File: src/rtl/seg_disp_pkg.sv
// Shared types and helpers for the multiplexed seven-segment scanner.
package seg_disp_pkg;

    typedef enum logic {
        BLANK = 1'b0,
        SHOW  = 1'b1
    } scan_state_t;

    localparam logic [3:0] BCD_MAX = 4'd9;

    function automatic logic bcd_nibble_ok(input logic [3:0] nib);
        return nib <= BCD_MAX;
    endfunction

endpackage

File: src/rtl/seg_disp_slot_timer.sv
// Slot/frame timebase: cnt walks each digit slot (dead-time then show), idx walks the digits.
module seg_disp_slot_timer
    import seg_disp_pkg::*;
#(
    parameter int NUM_DIGITS   = 4,
    parameter int REFRESH_DIV  = 1000,
    parameter int BLANK_CYCLES = 16,
    parameter int IW           = (NUM_DIGITS > 1) ? $clog2(NUM_DIGITS) : 1
) (
    input  logic          clk,
    input  logic          rst_n,
    output logic [IW-1:0] idx,
    output logic          slot_start,
    output logic          show_phase,
    output logic          frame_end
);

    localparam int CW = $clog2(REFRESH_DIV);
    localparam logic [CW-1:0] CNT_LAST  = CW'(REFRESH_DIV - 1);
    localparam logic [CW-1:0] BLANK_END = CW'(BLANK_CYCLES - 1);
    localparam logic [IW-1:0] IDX_LAST  = IW'(NUM_DIGITS - 1);

    scan_state_t   state_q, state_d;
    logic [CW-1:0] cnt_q, cnt_d;
    logic [IW-1:0] idx_q, idx_d;

    always_ff @(posedge clk or negedge rst_n) begin
        if (!rst_n) begin
            state_q <= BLANK;
            cnt_q   <= '0;
            idx_q   <= '0;
        end else begin
            state_q <= state_d;
            cnt_q   <= cnt_d;
            idx_q   <= idx_d;
        end
    end

    always_comb begin
        state_d = state_q;
        cnt_d   = cnt_q + CW'(1);
        idx_d   = idx_q;
        if (cnt_q == CNT_LAST) begin
            state_d = BLANK;
            cnt_d   = '0;
            idx_d   = (idx_q == IDX_LAST) ? '0 : idx_q + IW'(1);
        end else if (cnt_q == BLANK_END) begin
            state_d = SHOW;
        end
    end

    always_comb begin
        idx        = idx_q;
        slot_start = (cnt_q == '0);
        show_phase = (state_q == SHOW);
        frame_end  = (cnt_q == CNT_LAST) && (idx_q == IDX_LAST);
    end

endmodule

File: src/rtl/seg_disp_scanner.sv
// Multiplexed BCD display scanner: buffered load handshake, frame-boundary commit,
// leading-zero / invalid-digit blanking and registered digit-select outputs.
module seg_disp_scanner
    import seg_disp_pkg::*;
#(
    parameter int NUM_DIGITS   = 4,
    parameter int REFRESH_DIV  = 1000,
    parameter int BLANK_CYCLES = 16
) (
    input  logic                    clk,
    input  logic                    rst_n,
    input  logic                    load_valid,
    output logic                    load_ready,
    input  logic [4*NUM_DIGITS-1:0] load_data,
    input  logic [NUM_DIGITS-1:0]   dp_mask,
    input  logic                    lz_blank_en,
    output logic [3:0]              bcd_out,
    output logic                    dp_out,
    output logic                    blank,
    output logic [NUM_DIGITS-1:0]   digit_sel_n,
    output logic                    frame_done,
    output logic                    bcd_err
);

    localparam int IW = (NUM_DIGITS > 1) ? $clog2(NUM_DIGITS) : 1;
    localparam logic [NUM_DIGITS-1:0] SEL_ONE = NUM_DIGITS'(1);

    logic [IW-1:0] idx;
    logic          slot_start, show_phase, frame_end;

    seg_disp_slot_timer #(
        .NUM_DIGITS  (NUM_DIGITS),
        .REFRESH_DIV (REFRESH_DIV),
        .BLANK_CYCLES(BLANK_CYCLES),
        .IW          (IW)
    ) u_timer (
        .clk       (clk),
        .rst_n     (rst_n),
        .idx       (idx),
        .slot_start(slot_start),
        .show_phase(show_phase),
        .frame_end (frame_end)
    );

    logic [4*NUM_DIGITS-1:0] disp_q, disp_d, pend_q, pend_d;
    logic                    pend_valid_q, pend_valid_d;
    logic [NUM_DIGITS-1:0]   dp_lat_q, dp_lat_d;
    logic                    lz_lat_q, lz_lat_d;
    logic [NUM_DIGITS-1:0]   sel_q, sel_d;
    logic [3:0]              bcd_q, bcd_d;
    logic                    dp_q, dp_d, blank_q, blank_d, fd_q, fd_d, err_q, err_d;

    logic                  accept, load_bad, zero_run, shown;
    logic [NUM_DIGITS-1:0] dig_blank;

    assign accept = load_valid && !pend_valid_q;

    // zero_run tracks "every nibble from the top down to i is zero" for leading-zero blanking
    always_comb begin
        dig_blank = '0;
        zero_run  = 1'b1;
        load_bad  = 1'b0;
        for (int i = NUM_DIGITS - 1; i >= 0; i--) begin
            zero_run     = zero_run && (disp_q[4*i +: 4] == 4'd0);
            dig_blank[i] = !bcd_nibble_ok(disp_q[4*i +: 4]) || (lz_lat_q && (i > 0) && zero_run);
            if (!bcd_nibble_ok(load_data[4*i +: 4])) begin
                load_bad = 1'b1;
            end
        end
    end

    always_comb begin
        disp_d       = disp_q;
        pend_d       = pend_q;
        pend_valid_d = pend_valid_q;
        if (frame_end && pend_valid_q) begin
            disp_d       = pend_q;
            pend_valid_d = 1'b0;
        end else if (accept) begin
            pend_d       = load_data;
            pend_valid_d = 1'b1;
        end
        dp_lat_d = slot_start ? dp_mask : dp_lat_q;
        lz_lat_d = slot_start ? lz_blank_en : lz_lat_q;
    end

    always_comb begin
        shown   = show_phase && !dig_blank[idx];
        sel_d   = shown ? ~(SEL_ONE << idx) : '1;
        bcd_d   = disp_q[{idx, 2'b00} +: 4];
        dp_d    = shown && dp_lat_q[idx];
        blank_d = !shown;
        fd_d    = frame_end;
        err_d   = accept && load_bad;
    end

    always_ff @(posedge clk or negedge rst_n) begin
        if (!rst_n) begin
            disp_q       <= '0;
            pend_q       <= '0;
            pend_valid_q <= 1'b0;
            dp_lat_q     <= '0;
            lz_lat_q     <= 1'b0;
            sel_q        <= '1;
            bcd_q        <= '0;
            dp_q         <= 1'b0;
            blank_q      <= 1'b1;
            fd_q         <= 1'b0;
            err_q        <= 1'b0;
        end else begin
            disp_q       <= disp_d;
            pend_q       <= pend_d;
            pend_valid_q <= pend_valid_d;
            dp_lat_q     <= dp_lat_d;
            lz_lat_q     <= lz_lat_d;
            sel_q        <= sel_d;
            bcd_q        <= bcd_d;
            dp_q         <= dp_d;
            blank_q      <= blank_d;
            fd_q         <= fd_d;
            err_q        <= err_d;
        end
    end

    assign load_ready  = !pend_valid_q;
    assign digit_sel_n = sel_q;
    assign bcd_out     = bcd_q;
    assign dp_out      = dp_q;
    assign blank       = blank_q;
    assign frame_done  = fd_q;
    assign bcd_err     = err_q;

endmodule

File: config.mk
export PLATFORM = sky130hd
export DESIGN_NAME = seg_disp_scanner
export DESIGN_NICKNAME = d
export VERILOG_FILES = /design/src/rtl/seg_disp_pkg.sv /design/src/rtl/seg_disp_slot_timer.sv /design/src/rtl/seg_disp_scanner.sv
export SDC_FILE = /design/constraint.sdc
export NUM_CORES = 1
export LEC_CHECK = 0
export ABC_CLOCK_PERIOD_IN_PS = 1900
export BUFFER_PORTS_ARGS = -buffer_cell sky130_fd_sc_hd__buf_2
export CAP_MARGIN = 20
export CELL_PAD_IN_SITES_DETAIL_PLACEMENT = 0
export CELL_PAD_IN_SITES_GLOBAL_PLACEMENT = 1
export CORE_ASPECT_RATIO = 1.75
export CORE_MARGIN = 3
export CORE_UTILIZATION = 46
export DETAILED_ROUTE_END_ITERATION = 10
export PLACE_DENSITY = 0.76
export SYNTH_ARGS = -nofsm -noshare
export SYNTH_HDL_FRONTEND = slang
export SYNTH_SLANG_ARGS = --single-unit
File: constraint.sdc
create_clock -name clk -period 1.9 [get_ports clk]
set_input_delay 0.19 -clock clk [delete_from_list [all_inputs] [get_ports clk]]
set_output_delay 0.19 -clock clk [all_outputs]
set_load 0.01 [all_outputs]
==> flow_summary.yaml, run 1 <==
floorplanning:
  chipHeight_um: 108.4
  initial_core_util: 0.4859
  die_w_um: 64.53
  die_area_um2: 6997
  io_pins: 37
  core_um2: 5675
  rows: 36
logic_synthesis:
  synth_edf_count: 0
  synthesis.nets: 232
  synth_fa_ha_area_frac: 0.02722
  synth_top_family_by_area: "multiplexers"
  yosys.area_share.simple: 0.09256
  yosys.area.top_type: "dfrtp_1"
  yosysWarnings: 0
  synth_compound_area_frac: 0.05717
  netlist_area_um2: 2758
  synth_area_leaders: "dfrtp_1 (53%), mux2_2 (15%), dfstp_2 (4.8%)"
  yosysUniqueCellTypes: 40
  yosysTopAreaCellShare: 0.5263
  synth-xor-area-share: 0.01588
  synthMuxAreaShare: 0.1987
  syn_inst: 202
  ys_seq_area_frac: 0.5740
  ys_ff_latch: 63
  synth-async-reset-ratio: 1.000
  synthFlopType: "dfrtp_1"
  syn_avg_cell_area_um2: 13.65
clock_network:
  cts_resized: 0
  numCtsBuffers: 9
  cts.path.max_buffers: 2
  cts_hold_buf: 1
  cts_setup_buffers: 0
  cts_tree: "yes"
  clock_latency_ns: 0.34
  cts_num_sinks: 63
  htreeDepth: 3
  clk_pin_slew_ns: 0.07
  cts-root-buf: "clkbuf_8"
route:
  met3_length_um: 194
  wl_per_cell_um: 14.67
  drc_errors: 0
  finalWirelength_mm: 4.900
  vias: 1753
  drtPass1Iterations: 4
  vias_per_cell: 5.249
  drt_iter0_drc: 69
  route.top_layer_used: "met4"
  ant_nets: 0
  wl_met2_mm: 2.632
  wl_met1_mm: 1.964
layout:
  num-fill-cells: 513
  area_growth_pct: 19.19
  final_layout_size_suffix_gt1_frac: 0.4302
  antennaDiodeCount: 0
  seqCellArea_um2: 1583
  multiInputGateArea_um2: 1080
  nets: 283
setup_path:
  cp_cell_sequence: "ha_1, nand2_1, nor3_2, and3_1, buf_12, mux2_2"
  crit_arrival_ns: 1.97
  crit_type: "reg2reg"
  cp_max_fo: 17
  critical-path-max-stage-delay_ns: 0.38
  worstRegToRegCells: 6
  worst_setup_path_start_kind: "register"
  required_ns: 2.12
  crit_path_end_kind: "register"
  critPathSlowestCell: "dfrtp_1"
global_route:
  grt_max_degree: 64
  grt_pass1_wl_mm: 8.556
  grt_usage: 0.1644
  overflow: 0
  grt_pass1_vias: 1800
  antenna_found_initial: 0
worst_hold_path:
  hold_depth: 2
  hold_path.class: "in2reg"
timing:
  hold_viol: 0
  rsz0062_at_grt: "false"
  maxSlewHeadroom: 0.7172
  period_share: 0.9179
  layout_setup_ws_ns: 0.1561
  min_period_ns: 1.744
  worst_slew_pin_slew_ns: 0.4242
  setup_viol: 0
  slew_violations: 0
  fmax_mhz: 573.4
  setup-tns-final_ns: 0
  fin_worst_skew_ns: 0.007591
power_and_ir_drop:
  power.total_uw: 2629
  leakage_uw: 0.001605
  power_density_nw_per_um2: 799.9
  peakVddDrop_uv: 594.2
status:
  status: "finished, final reports clean"
placement:
  dp_hpwl_mm: 3.539
  gp_congestion: 0.7887
  dp_slack_ns: 0.1705
  port_buffers: 36
job:
  max_cap_viol_count: 0
-- area by class of cell --
cell class	count	area share
Inverter	9	0.01028
Sequential cell	63	0.4815
Clock inverter	6	0.01827
Multi-Input combinational cell	122	0.3285
Tap cell	76	0.02893
Timing Repair Buffer	48	0.09060
Clock buffer	10	0.04187
-- cells in the final DEF (no fill, tap or decap), types with 4 or more instances in the layout --
cell type | Yosys | final
buf_2 | 1 | 36
dfstp_2 | 5 | 5
ha_1 | 6 | 6
mux2_2 | 37 | 37
inv_1 | 9 | 9
nor2_1 | 9 | 9
dfrtp_1 | 58 | 58
clkbuf_8 | 0 | 10
mux4_1 | 5 | 5
a21oi_1 | 4 | 4
nand2_1 | 7 | 7
buf_4 | 2 | 9
nand3_1 | 7 | 7
nand4_1 | 4 | 4
o21ai_0 | 11 | 11
-- flip-flops by register name, indices dropped and copies added, names as in the netlist --
name,flops
disp_q,16
blank,1
frame_done,1
pend_q,16
lz_lat_q,1
dp_lat_q,4
bcd_out,4
digit_sel_n,4
pend_valid_q,1
dp_out,1
u_timer.show_phase,1
u_timer.idx,2
u_timer.cnt_q,10
bcd_err,1
-- logic make-up after synthesis --
family | after synthesis
adders and majority gates | 6
DFF | 63
xor gates and xnor gates | 5
buffers and inverters | 17
AOI/OAI and AO/OA | 24
and+or+nand+nor | 45
muxes | 42
-- per-stage QoR --
step | std cells | area [µm²] | util | hold slack [ns]
CTS | 334 | 3287 | 0.5791 | 0.06324
finish | 334 | 3287 | 0.5791 | 0.07398
global route | 334 | 3287 | 0.5791 | 0.07603
global placement | 317 | 3079 | 0.5425 | 0.2250
floorplan | 202 | 2758 | - | -0.1056
detailed placement | 317 | 3079 | 0.5425 | 0.2233
-- final timing paths --
check / slack (ns) / start / end
max in group asynchronous: 1.20 / rst_n / digit_sel_n[0]
hold / removal: 0.07 / load_data[0] / pend_q[0]
hold reg to reg: 0.48 / u_timer.cnt_q[0] / u_timer.cnt_q[0]
setup / recovery: 0.16 / u_timer.cnt_q[0] / disp_q[13]
min in group asynchronous: 0.40 / rst_n / disp_q[12]
setup reg to reg: 0.16 / u_timer.cnt_q[0] / disp_q[13]
-- cell usage after synthesis, types with 3 or more instances --
master and number:
a21oi_1 4, mux2_2 37, ha_1 6, and3_1 3
buf_6 3, dfrtp_1 58, xor2_1 3, nand3_1 7
dfstp_2 5, inv_1 9, nor2_1 9, nand4_1 4
mux4_1 5, o21ai_0 11, nand2_1 7
-- power breakdown --
group          total [µW]  switching, µW  internal [µW]  leakage, µW
sequential           1390           16.3           1380     0.000809
clock                1140            504            633    0.0000981
combinational        97.5           45.4           52.1     0.000697
total                2630            566           2060      0.00160
-- per-layer routing --
layer,vias up,GRT usage
met4,0,0.1104
li1,835,-
met1,871,0.1891
met5,-,0
met2,39,0.2722
met3,8,0.03430
-- critical path, delay by kind of cell (launching register included) --
| family | cells | cell delay [ns] |
|---|---|---|
| and+or+nand+nor | 3 | 0.52 |
| adders and majority gates | 1 | 0.21 |
| buffers and inverters | 1 | 0.17 |
| muxes | 1 | 0.34 |
| DFF | 1 | 0.38 |
No activity file was read; power rests on OpenSTA's default activity.
==> inputs of run 2 (changes only) <==
--- a/config.mk
+++ b/config.mk
@@ -11,7 +11,6 @@
 export CELL_PAD_IN_SITES_DETAIL_PLACEMENT = 0
 export CELL_PAD_IN_SITES_GLOBAL_PLACEMENT = 1
 export CORE_ASPECT_RATIO = 1.75
-export CORE_MARGIN = 3
 export CORE_UTILIZATION = 46
 export DETAILED_ROUTE_END_ITERATION = 10
 export PLACE_DENSITY = 0.76
==> run 2 against run 1 <==
Sequential cell count is the same. Global-route usage is 2.2 points higher. Hold slack improved by 0.011 ns. Combinational power up 2%. Utilization is 1.7 points lower. Routed wire length grew 3.0%. Sequential share of layout area rose by 0.073 points. Register-to-register slack hardly changed. Critical path depth did not move. First-iteration DRC count increased by 22%. Clock power about the same. Die area shrank 9.7%. Highest routed layer unchanged.
==> flow_summary.yaml, run 2 (synthesis gave the netlist of run 1 again) <==
timing:
  maxSlewHeadroom: 0.7015
  min_period_ns: 1.740
  fmax_mhz: 574.9
  whs_ns: 0.08528
  setup-tns-final_ns: 0
  slew_violations: 0
  hold_viol: 0
  fin_worst_skew_ns: 0.006863
  setup_viol: 0
  period_share: 0.9156
  rsz0062_at_grt: "false"
  worst_slew_pin_slew_ns: 0.4478
floorplanning:
  io_pins: 37
  chipHeight_um: 104.4
  core_um2: 5833
  die_w_um: 60.53
  die_area_um2: 6321
  initial_core_util: 0.4728
  rows: 37
clock_network:
  numCtsBuffers: 9
  cts_num_sinks: 63
  clk_pin_slew_ns: 0.07
  clock_latency_ns: 0.33
  cts.path.max_buffers: 2
  cts-root-buf: "clkbuf_8"
  cts_setup_buffers: 0
  cts_hold_buf: 1
  cts_tree: "yes"
  cts_resized: 0
  htreeDepth: 3
placement:
  dp_hpwl_mm: 3.602
  dp.cells: 319
  gp_congestion: 0.8222
  port_buffers: 36
setup_path:
  crit_type: "reg2reg"
  worst_setup_path_start_kind: "register"
  required_ns: 2.11
  crit_path_end_kind: "register"
  crit_arrival_ns: 1.95
  cp_max_fo: 17
layout:
  layout_common_cells: "dfrtp_1 (58), mux2_2 (37), buf_2 (36)"
  final_layout_size_suffix_gt1_frac: 0.4225
  layout.cells.most_common: "dfrtp_1"
  reg_top3: "disp_q (16), pend_q (16), u_timer.cnt_q (10)"
  area_growth_pct: 19.01
  antennaDiodeCount: 0
  num-fill-cells: 512
  final_cells: 336
  nets: 283
route:
  wl_per_cell_um: 15.03
  drt_iter0_drc: 84
  finalWirelength_mm: 5.049
  drtPass1Iterations: 4
  ant_nets: 0
  drc_errors: 0
  vias_per_cell: 5.185
  vias: 1742
power_and_ir_drop:
  leakage_uw: 0.001605
  peakVddDrop_uv: 662.5
  power_density_nw_per_um2: 794.1
global_route:
  grt_max_degree: 64
  grt_pass1_vias: 1752
  overflow: 0
  antenna_found_initial: 0
  grt_pass1_wl_mm: 8.397
  grt_usage: 0.1861
status:
  status: "finished, final reports clean"
job:
  max_cap_viol_count: 0
worst_hold_path:
  hold_path.class: "in2reg"
## run 2: final timing paths
path / start / endpoint / slack [ns] / cells after the start
min: dp_mask[3] / dp_lat_q[3] / 0.09 / 2
max in group asynchronous: rst_n / digit_sel_n[0] / 1.20 / 3
min reg2reg: u_timer.cnt_q[0] / u_timer.cnt_q[0] / 0.48 / 1
max: u_timer.cnt_q[0] / disp_q[13] / 0.16 / 6
max reg2reg: u_timer.cnt_q[0] / disp_q[13] / 0.16 / 6
min in group asynchronous: rst_n / u_timer.cnt_q[3] / 0.39 / 3
## run 2: layout make-up
type / count / area (µm²) / area share
Timing Repair Buffer: 48 / 297.8 / 0.09074
Clock buffer: 12 / 145.1 / 0.04422
Clock inverter: 4 / 45.04 / 0.01372
Tap cell: 78 / 97.59 / 0.02974
Sequential cell: 63 / 1583 / 0.4823
Multi-Input combinational cell: 122 / 1080 / 0.3290
Inverter: 9 / 33.78 / 0.01029
## run 2: power by group
part / total, µW / switching, µW / internal [µW]
Sequential: 1390 / 16.4 / 1380
Clock: 1110 / 477 / 636
Combinational: 99.3 / 47.1 / 52.2
Total: 2610 / 540 / 2070
## run 2: layer usage
| metal | track usage | wire, µm |
|---|---|---|
| met4 | 0.1055 | 183 |
| met1 | 0.2102 | 1996 |
| met5 | 0 | 0 |
| met3 | 0.05100 | 194 |
| met2 | 0.3030 | 2674 |
## run 2: worst max-delay path, stage by stage (launching register included)
cell and delay (ns):
dfrtp_1 0.39, ha_1 0.22, nand2_1 0.09, nor3_2 0.19
and3_1 0.23, buf_12 0.16, mux2_2 0.34
## run 2: per-stage QoR
step / setup slack [ns] / total power (µW) / utilization / area [µm²]
6_report: 0.1604 / 2606 / 0.5626 / 3282
4_1_cts: 0.1654 / 2646 / 0.5626 / 3282
3_5_place_dp: 0.1826 / 1521 / 0.5283 / 3082
5_1_grt: 0.04327 / 2722 / 0.5626 / 3282
2_1_floorplan: 0.1357 / 1450 / - / 2758
3_3_place_gp: 0.1641 / 1519 / 0.5283 / 3082
==> inputs of run 3 (changes only) <==
--- a/config.mk
+++ b/config.mk
@@ -13,7 +13,7 @@
 export CORE_ASPECT_RATIO = 1.75
 export CORE_UTILIZATION = 46
 export DETAILED_ROUTE_END_ITERATION = 10
-export PLACE_DENSITY = 0.76
+export PLACE_DENSITY_LB_ADDON = 0.1
 export SYNTH_ARGS = -nofsm -noshare
 export SYNTH_HDL_FRONTEND = slang
 export SYNTH_SLANG_ARGS = --single-unit
==> run 3 against run 2 <==
Fmax decreased by 1.7%. Critical path depth unchanged. Via count increased by 2.2%. Highest routed layer unchanged. Critical endpoint is now disp_q[1]. Largest power group unchanged. Clock power decreased by 7%. Cell area decreased by 0.80%. First-iteration DRC count increased by 12%.
==> flow_summary.yaml, run 3 (synthesis gave the netlist of run 1 again) <==
power_and_ir_drop:
  switching_power_uw: 517.7
  peakVddDrop_uv: 468.2
  switching_share: 0.2053
  combPwrFrac: 0.039
  power_density_nw_per_um2: 774.7
  power_frac_clock: 0.407
  leakage_uw: 0.001591
  seqPwrFrac: 0.554
  p_int_uw: 2004
setup_path:
  required_ns: 2.11
  worst_setup_path_start_kind: "register"
  crit_arrival_ns: 1.98
  crit_family: "simple AND/OR/NAND/NOR gates"
  cp_cell_sequence: "ha_1, nand2_1, nor3_2, and3_1, buf_12, mux2_2"
  cp_max_fo: 17
  cp_num_buf_inv: 1
  critPathSlowestCell: "dfrtp_1"
  crit_path_end_kind: "register"
  critical-path-max-stage-delay_ns: 0.39
  crit_type: "reg2reg"
layout:
  num-fill-cells: 530
  area_growth_pct: 18.06
  nets: 283
  reg_top3: "disp_q (16), pend_q (16), u_timer.cnt_q (10)"
  layout.cells.most_common: "dfrtp_1"
  layout_common_cells: "dfrtp_1 (58), mux2_2 (37), buf_2 (36)"
  stdcell_area_um2: 3256
  final_layout_size_suffix_gt1_frac: 0.4163
  antennaDiodeCount: 0
global_route:
  grt_pass1_wl_mm: 9.259
  overflow: 0
  antenna_found_initial: 0
  grt_max_degree: 24
  grt_pass1_vias: 1918
  grt_usage: 0.2074
clock_network:
  cts-root-buf: "clkbuf_8"
  cts_tree: "yes"
  clk_pin_slew_ns: 0.06
  clock_latency_ns: 0.33
  cts_num_sinks: 63
  cts.path.max_buffers: 2
  htreeDepth: 3
  cts_setup_buffers: 0
  numCtsBuffers: 9
  cts_resized: 0
floorplanning:
  rows: 37
  die_w_um: 60.53
  chipHeight_um: 104.4
  initial_core_util: 0.4728
  core_um2: 5833
  io_pins: 37
  die_area_um2: 6321
timing:
  worst_slew_pin_slew_ns: 0.4402
  maxSlewHeadroom: 0.7065
  fmax_mhz: 565.2
  min_period_ns: 1.769
  setup_viol: 0
  period_share: 0.9312
  rsz0062_at_grt: "false"
  slew_violations: 0
  fin_worst_skew_ns: 0.006037
  hold_viol: 0
  setup-tns-final_ns: 0
route:
  drtPass1Iterations: 4
  wl_per_cell_um: 16.68
  finalWirelength_mm: 5.589
  vias: 1781
  vias_per_cell: 5.316
  drt_iter0_drc: 94
  drc_errors: 0
  ant_nets: 0
placement:
  gp_congestion: 0.8465
  port_buffers: 36
  post_dp_cell_area_um2: 3069
  dp_hpwl_mm: 4.321
status:
  status: "finished, final reports clean"
job:
  max_cap_viol_count: 0
worst_hold_path:
  hold_path.class: "in2reg"
## run 3: changes by cell type in the layout (fill, tap and decap cells not counted), sizes merged
cell    before  now
bufinv       1    0
clkbuf      12   15
clkinv       3    0
## run 3: layer usage
| layer | track usage | vias up | wire [µm] |
|---|---|---|---|
| met5 | 0 | - | 0 |
| met3 | 0.05224 | 12 | 156 |
| li1 | - | 834 | - |
| met2 | 0.3603 | 40 | 3276 |
| met1 | 0.2144 | 895 | 2011 |
| met4 | 0.1153 | 0 | 145 |
## run 3: area by class of cell
type	instances	area (µm²)	share of cell area
Inverter	9	33.78	0.01038
Timing Repair Buffer	48	285.3	0.08763
Clock buffer	15	176.4	0.05419
Tap cell	78	97.59	0.02998
Multi-Input combinational cell	122	1080	0.3317
Sequential cell	63	1583	0.4862
## run 3: final timing paths
check / from / endpoint / slack (ns) / depth (start not counted)
min in group asynchronous: rst_n / dp_out / 0.31 / 2
setup reg to reg: u_timer.cnt_q[0] / disp_q[1] / 0.13 / 6
hold reg to reg: u_timer.cnt_q[0] / u_timer.cnt_q[0] / 0.49 / 1
max in group asynchronous: rst_n / pend_q[0] / 0.94 / 3
hold / removal: load_data[8] / pend_q[8] / 0.09 / 2
setup / recovery: u_timer.cnt_q[0] / disp_q[1] / 0.13 / 6
## run 3: worst reg2reg max path, delay by kind of cell (launching register included)
kind          cells  cell delay [ns]
buf+inv           1             0.16
simple gates      3             0.54
flops             1             0.39
fa+ha+maj         1             0.22
mux               1             0.34
## run 3: repair_timing
item,4_1_cts,5_1_grt
endpoints found under the hold margin,12,0
hold buffers,1,0
endpoints found under the setup margin,0,0
## run 3: metrics by stage
stage / util / hold WS [ns] / worst slack [ns] / instances / total power [µW]
finish: 0.5581 / 0.08587 / 0.1307 / 335 / 2522
detailed placement: 0.5262 / 0.1337 / 0.1455 / 319 / 1522
global route: 0.5581 / 0.06372 / 0.005900 / 335 / 2641
floorplan: - / -0.1056 / 0.1357 / 202 / 1450
CTS: 0.5581 / 0.06394 / 0.1171 / 335 / 2564
global placement: 0.5262 / 0.1241 / 0.1837 / 319 / 1513
## run 3: power by group through the flow
stage,Combinational (µW),Clock [µW],Sequential [µW]
3_5_place_dp,100,0,1420
5_1_grt,113,1130,1400
3_3_place_gp,94.5,0,1420
6_report,98.6,1030,1400
4_1_cts,102,1060,1400
2_1_floorplan,36.9,0,1410
